`src/rtl/led_pkg.sv`:
```
// rtl/led_pkg.sv - shared state encoding, LED bar constants and value-to-LED decode.
package led_pkg;

    localparam int LED_W       = 9;
    localparam int LED_MAX_VAL = 9;

    typedef enum logic [1:0] {
        ST_IDLE  = 2'b00,
        ST_SW    = 2'b01,
        ST_UART  = 2'b10,
        ST_CHASE = 2'b11
    } state_e;

    // Values 1..LED_MAX_VAL light bit v-1; zero and out-of-range values blank the bar.
    function automatic logic [LED_W-1:0] led_decode(input logic [3:0] v);
        logic [LED_W-1:0] r;
        r = '0;
        for (int i = 0; i < LED_MAX_VAL; i++) begin
            if (v == 4'(i + 1)) begin
                r[i] = 1'b1;
            end
        end
        return r;
    endfunction

endpackage

```
`src/rtl/led_display_scheduler_if.sv`:
```
// rtl/led_display_scheduler_if.sv - request/data inputs and LED/grant outputs of the scheduler.
interface led_display_scheduler_if;
    import led_pkg::*;

    logic             req_sw;
    logic [3:0]       sw_data;
    logic             req_uart;
    logic [3:0]       uart_data;
    logic             uart_release;
    logic             chase_en;
    logic [LED_W-1:0] o_led_data;
    logic [1:0]       o_grant;
    logic             o_busy;

    modport master (
        output req_sw, sw_data, req_uart, uart_data, uart_release, chase_en,
        input  o_led_data, o_grant, o_busy
    );

    modport slave (
        input  req_sw, sw_data, req_uart, uart_data, uart_release, chase_en,
        output o_led_data, o_grant, o_busy
    );

endinterface

```
`src/rtl/led_tick_gen.sv`:
```
// rtl/led_tick_gen.sv - free-running divider emitting a one-cycle tick every TICK_DIV clocks.
module led_tick_gen #(
    parameter int TICK_DIV = 10_000_000
) (
    input  logic clk,
    input  logic rst,
    output logic tick_o
);

    localparam int CNT_W = (TICK_DIV > 1) ? $clog2(TICK_DIV) : 1;

    logic [CNT_W-1:0] cnt_q;
    logic [CNT_W-1:0] cnt_d;

    assign tick_o = (cnt_q == CNT_W'(TICK_DIV - 1));

    always_comb begin
        cnt_d = cnt_q + 1'b1;
        if (tick_o) begin
            cnt_d = '0;
        end
    end

    always_ff @(posedge clk or posedge rst) begin
        if (rst) begin
            cnt_q <= '0;
        end else begin
            cnt_q <= cnt_d;
        end
    end

endmodule

```
`src/rtl/led_display_scheduler.sv`:
```
// rtl/led_display_scheduler.sv - arbitrates the LED bar between UART, switch and chase sources.
module led_display_scheduler #(
    parameter int TICK_DIV   = 10_000_000,
    parameter int HOLD_TICKS = 20,
    parameter int LED_W      = 9
) (
    input  logic                     clk,
    input  logic                     rst,
    led_display_scheduler_if.slave   bus
);
    import led_pkg::*;

    localparam int HOLD_W = $clog2(HOLD_TICKS + 1);

    state_e           state_q, state_d;
    logic [HOLD_W-1:0] hold_q, hold_d;
    logic [3:0]       uart_q, uart_d;
    logic [3:0]       chase_q, chase_d;
    logic [LED_W-1:0] led_q, led_d;
    logic             tick;
    logic             hold_done;

    led_tick_gen #(
        .TICK_DIV (TICK_DIV)
    ) u_tick (
        .clk    (clk),
        .rst    (rst),
        .tick_o (tick)
    );

    // The hold expires on the tick that would bring the counter up to HOLD_TICKS.
    assign hold_done = tick && (hold_q == HOLD_W'(HOLD_TICKS - 1));

    always_comb begin
        state_d = state_q;
        if (bus.req_uart) begin
            state_d = ST_UART;
        end else begin
            case (state_q)
                ST_IDLE: begin
                    if (bus.req_sw) begin
                        state_d = ST_SW;
                    end else if (bus.chase_en) begin
                        state_d = ST_CHASE;
                    end
                end
                ST_SW: begin
                    if (!bus.req_sw) begin
                        state_d = bus.chase_en ? ST_CHASE : ST_IDLE;
                    end
                end
                ST_UART: begin
                    if (bus.uart_release || hold_done) begin
                        if (bus.req_sw) begin
                            state_d = ST_SW;
                        end else if (bus.chase_en) begin
                            state_d = ST_CHASE;
                        end else begin
                            state_d = ST_IDLE;
                        end
                    end
                end
                ST_CHASE: begin
                    if (bus.req_sw) begin
                        state_d = ST_SW;
                    end else if (!bus.chase_en) begin
                        state_d = ST_IDLE;
                    end
                end
                default: state_d = ST_IDLE;
            endcase
        end
    end

    always_comb begin
        uart_d  = uart_q;
        hold_d  = hold_q;
        chase_d = chase_q;
        led_d   = '0;

        if (bus.req_uart) begin
            uart_d = bus.uart_data;
            hold_d = '0;
        end else if (state_q == ST_UART && tick) begin
            hold_d = hold_q + 1'b1;
        end

        // Every fresh entry into CHASE restarts the animation at the first LED.
        if (state_d == ST_CHASE && state_q != ST_CHASE) begin
            chase_d = 4'd1;
        end else if (state_q == ST_CHASE && tick) begin
            chase_d = (chase_q == 4'(LED_MAX_VAL)) ? 4'd1 : chase_q + 4'd1;
        end

        case (state_q)
            ST_SW:    led_d = led_decode(bus.sw_data);
            ST_UART:  led_d = led_decode(uart_q);
            ST_CHASE: led_d = led_decode(chase_q);
            default:  led_d = '0;
        endcase
    end

    always_ff @(posedge clk or posedge rst) begin
        if (rst) begin
            state_q <= ST_IDLE;
            hold_q  <= '0;
            uart_q  <= '0;
            chase_q <= 4'd1;
            led_q   <= '0;
        end else begin
            state_q <= state_d;
            hold_q  <= hold_d;
            uart_q  <= uart_d;
            chase_q <= chase_d;
            led_q   <= led_d;
        end
    end

    assign bus.o_led_data = led_q;
    assign bus.o_grant    = state_q;
    assign bus.o_busy     = (state_q != ST_IDLE);

endmodule
```
`src/flat_wrapper.sv`:
```
// flat-port wrapper written by rule: the top's interface ports become plain ports
module led_display_scheduler_flat import led_pkg::*;
#(
    parameter int TICK_DIV   = 10_000_000,
    parameter int HOLD_TICKS = 20,
    parameter int LED_W      = 9
)
  (clk, rst, bus_req_sw, bus_sw_data, bus_req_uart, bus_uart_data, bus_uart_release, bus_chase_en, bus_o_led_data, bus_o_grant, bus_o_busy);
  led_display_scheduler_if bus_i ();
  input  logic clk;
  input  logic rst;
  input wire logic [$bits(bus_i.req_sw)-1:0] bus_req_sw;
  input wire logic [$bits(bus_i.sw_data)-1:0] bus_sw_data;
  input wire logic [$bits(bus_i.req_uart)-1:0] bus_req_uart;
  input wire logic [$bits(bus_i.uart_data)-1:0] bus_uart_data;
  input wire logic [$bits(bus_i.uart_release)-1:0] bus_uart_release;
  input wire logic [$bits(bus_i.chase_en)-1:0] bus_chase_en;
  output wire logic [$bits(bus_i.o_led_data)-1:0] bus_o_led_data;
  output wire logic [$bits(bus_i.o_grant)-1:0] bus_o_grant;
  output wire logic [$bits(bus_i.o_busy)-1:0] bus_o_busy;
  assign bus_i.req_sw = bus_req_sw;
  assign bus_i.sw_data = bus_sw_data;
  assign bus_i.req_uart = bus_req_uart;
  assign bus_i.uart_data = bus_uart_data;
  assign bus_i.uart_release = bus_uart_release;
  assign bus_i.chase_en = bus_chase_en;
  assign bus_o_led_data = bus_i.o_led_data;
  assign bus_o_grant = bus_i.o_grant;
  assign bus_o_busy = bus_i.o_busy;
  led_display_scheduler #(.TICK_DIV(TICK_DIV), .HOLD_TICKS(HOLD_TICKS), .LED_W(LED_W)) u_core (.clk(clk), .rst(rst), .bus(bus_i));
endmodule
```
`config.mk`:
```
export PLATFORM = sky130hd
export DESIGN_NAME = led_display_scheduler_flat
export DESIGN_NICKNAME = d
export VERILOG_FILES = /design/src/rtl/led_pkg.sv /design/src/rtl/led_display_scheduler_if.sv /design/src/rtl/led_tick_gen.sv /design/src/rtl/led_display_scheduler.sv /design/src/flat_wrapper.sv
export SDC_FILE = /design/constraint.sdc
export NUM_CORES = 1
export LEC_CHECK = 0
export CORE_ASPECT_RATIO = 1.4
export CORE_MARGIN = 2
export CORE_UTILIZATION = 57
export CTS_CLUSTER_DIAMETER = 100
export CTS_CLUSTER_SIZE = 28
export DETAILED_ROUTE_END_ITERATION = 12
export HOLD_SLACK_MARGIN = 0.12
export PLACE_DENSITY = 0.8
export SLEW_MARGIN = 20
export SYNTH_ARGS = -nofsm -noshare
export SYNTH_HDL_FRONTEND = slang
export SYNTH_HIERARCHICAL = 1
export SYNTH_SLANG_ARGS = --single-unit
```
`constraint.sdc`:
```
create_clock -name clk -period 7 [get_ports clk]
set_clock_uncertainty 0.05 [all_clocks]
set_input_delay 0.7 -clock clk [delete_from_list [all_inputs] [get_ports clk]]
set_output_delay 0.7 -clock clk [all_outputs]
set_load 0.02 [all_outputs]
```
==> summary.md <==
| Metric | Value |
|---|---|
| Run status | `completed` |
| Layout cell share with drive strength beyond 1 | `10.5%` |
| Asr flop ratio synth | `100%` |
| Slew Viols, Final | `0` |
| Final Cycle Share | `36.5%` |
| Worst-Margin Slew | `0.904 ns` |
| Worst Path Required | `7.14 ns` |
| CP delay by family, top | `simple AND/OR/NAND/NOR gates` |
| Diode count | `0` |
| FMAX | `0.392 GHz` |
| Critical path cell sequence | `nor4b_1, nand4_1, nor4_4, buf_4, and3_2, a21oi_1, o211ai_2, o221ai_2, a31o_1` |
| Power density over the cells | `213 nW/um2` |
| Final Critical Period | `2.55 ns` |
| Count of different cell masters after synthesis | `51` |
| Vias per cell | `5.84` |
| Seq cells post-synth | `48` |
| Max-Cap Viols | `0` |
| Syn Area/Cell | `10.4 um2` |
| CP max FO | `19` |
| Root Driver | `clkbuf_8` |
| Critical path data arrival time | `2.69 ns` |
| Clock Tree Buf Depth | `2` |
| TritonCTS clock tree | `built` |
| Worst r2r dst | `u_core/chase_q[2]` |
| Grt total ovfl | `0` |
| Final GP Congestion | `0.870` |
| Slowest stage cell, crit path | `dfrtp_1` |
| Clock insertion delay at the later pin of the skew report | `0.29 ns` |
| PortBufs | `25` |
| Leakage | `1.26 nW` |
| # clock sinks | `48` |
| CP max stage delay | `0.42 ns` |
| First-pass GRT wire length | `8500 um` |
| Routed wire length | `5130 um` |
| Yosys top cell area share | `45.8%` |
| RSZ-0062 raised after global routing | `no` |
| CTS Hold Bufs | `0` |
| # IOs | `26` |
| Tot GR Track Use | `21.7%` |
| Net Count, Synth | `271` |
| Via count | `1961` |
| Post-CTS Setup Inserts | `0` |
| Total CTS buffers | `5` |
| Reg-to-Reg Start | `u_core/u_tick/cnt_q[14]` |
| Post-layout util | `69.3%` |
| Hold WC Path Type | `register to register` |
| Final HPWL DP | `3760 um` |
| Final setup viols | `0` |
| Placed inst area | `2860 um2` |
| Largest net degree at the start of global routing | `25` |
| Critical path buffer and inverter count | `1` |
| VDD IR-drop max | `0.167 mV` |
| Relative slew slack | `39.7%` |
| DRC viols | `0` |
| Post-route cell area | `2960 um2` |
| Die height | `83.4 um` |
| # fillers | `356` |
| Die area | `5070 um2` |
| Fin Setup TNS | `0 ns` |
| Critical path class | `register to register` |
| WL/cell | `15.3 um` |
| Crit path capture type | `register` |
| Synth warn | `6` |
| First drt pass iteration count | `4` |
| Worst Hold Depth | `1` |
| R2R depth | `9` |
| Total number of H-tree levels | `2` |
| Cells after Synth | `248` |
| Initial Util | `60.1%` |
| Post-cts resize count | `0` |
| Initial DRC count | `151` |
| Hold_sp | `u_core/u_tick/cnt_q[0]` |
| Clock slew at reported path FFs | `0.09 ns` |
| Mapped Area | `2570 um2` |
| Leading area contributor after synthesis | `dfrtp_1` |
| Commonest cells post-synth | `47 x dfrtp_1, 30 x nor2_1, 20 x nand3_1` |
| Die width | `60.7 um` |
| Final Hold Fails | `0` |
| Cell with the most instances after synthesis | `dfrtp_1` |
| Final ANT Viol Nets | `0` |
| Row Count | `28` |
| Main synth FF type | `dfrtp_1` |
| Startpoint Class | `register` |
| Core ar. | `4270 um2` |
| Post-synth EDFFs | `0` |
| NumNets Final | `298` |
| Area contributors post-synth | `dfrtp_1 46%, xnor2_1 5.8%, ha_1 4.4%, nor2_1 4.4%, nand3_1 3.9%` |
| Worst hold path endpoint | `u_core/u_tick/cnt_q[0]` |
| Reg2reg setup slack | `4.45 ns` |
| Vias in the first global route | `1939` |
| Sequential fraction of the synthesis area | `46.8%` |
| Initial antenna violation count | `0` |
| Layout area overhead | `15.3%` |
-- flip-flops by register name, indices dropped and copies added (netlist names) --
signal                 cells
u_core/chase_q             4
u_core/bus.o_grant         2
u_core/hold_q              5
u_core/bus.o_led_data      9
u_core/u_tick/cnt_q       24
u_core/uart_q              4
-- layer usage --
layer / GRT usage (%) / vias to the layer above / wire [um]
li1: - / 942 / -
met1: 26.7 / 946 / 2050
met5: 0 / - / 0
met4: 7.31 / 0 / 78
met3: 3.27 / 9 / 171
met2: 37.2 / 64 / 2830
-- power by group --
group | internal [mW] | switching, mW | leakage (nW)
Combinational | 0.0652 | 0.0984 | 0.573
Clock | 0.0800 | 0.0900 | 0.0434
Sequential | 0.288 | 0.0111 | 0.640
Total | 0.433 | 0.199 | 1.26
-- layout by cell type (no fill, tap or decap), types with 3 or more instances in the layout --
cell	count
inv_1	9
nand2_1	14
xor2_1	6
ha_1	9
a21oi_1	10
nand3_1	20
a31oi_1	5
nor2_1	30
xnor2_1	17
mux2i_1	4
and2_1	3
a22o_1	3
dfrtp_1	47
nand4_1	6
clkbuf_8	6
clkdlybuf4s50_1	25
mux2_2	4
a31o_1	3
nor4_4	3
nor3_1	9
and3_1	4
-- how the worst max path moves through the flow --
stage,from,end,cells after the start,slack (ns)
floorplan,u_core/u_tick/cnt_q[7],u_core/chase_q[2],10,4.60
global placement,bus_req_uart,u_core/chase_q[1],6,4.51
detailed placement,bus_req_uart,u_core/chase_q[2],6,4.45
CTS,u_core/bus.o_grant[0],bus_o_busy,4,4.44
global route,u_core/u_tick/cnt_q[14],u_core/chase_q[2],9,4.26
finish,u_core/u_tick/cnt_q[14],u_core/chase_q[2],9,4.45
-- stage by stage --
| stage | hold WS, ns | total power, mW | worst slack (ns) | std cells |
|---|---|---|---|---|
| 2_1_floorplan | 0.383 | 0.415 | 4.60 | 248 |
| 3_3_place_gp | 0.403 | 0.464 | 4.51 | 328 |
| 3_5_place_dp | 0.411 | 0.466 | 4.45 | 328 |
| 4_1_cts | 0.423 | 0.636 | 4.44 | 336 |
| 5_1_grt | 0.435 | 0.667 | 4.26 | 336 |
| 6_report | 0.422 | 0.632 | 4.45 | 336 |
-- cell type report --
class	count	area, um2	area share [%]
well taps	60	75.1	2.53
flip-flops and latches	48	1200	40.6
clock inverters	2	15.0	0.507
clock buffers	6	82.6	2.79
inverters	9	33.8	1.14
repair buffers	26	258	8.70
multi-input cells	185	1290	43.7
-- cell families after synthesis --
| kind of cell | share of synthesized area, % |
|---|---|
| flops | 46.8 |
| buf+inv | 2.78 |
| fa+ha+maj | 4.38 |
| mux | 3.31 |
| simple gates | 23.6 |
| xor+xnor | 7.84 |
| compound gates | 11.3 |
(Power assumes the default switching activity.)
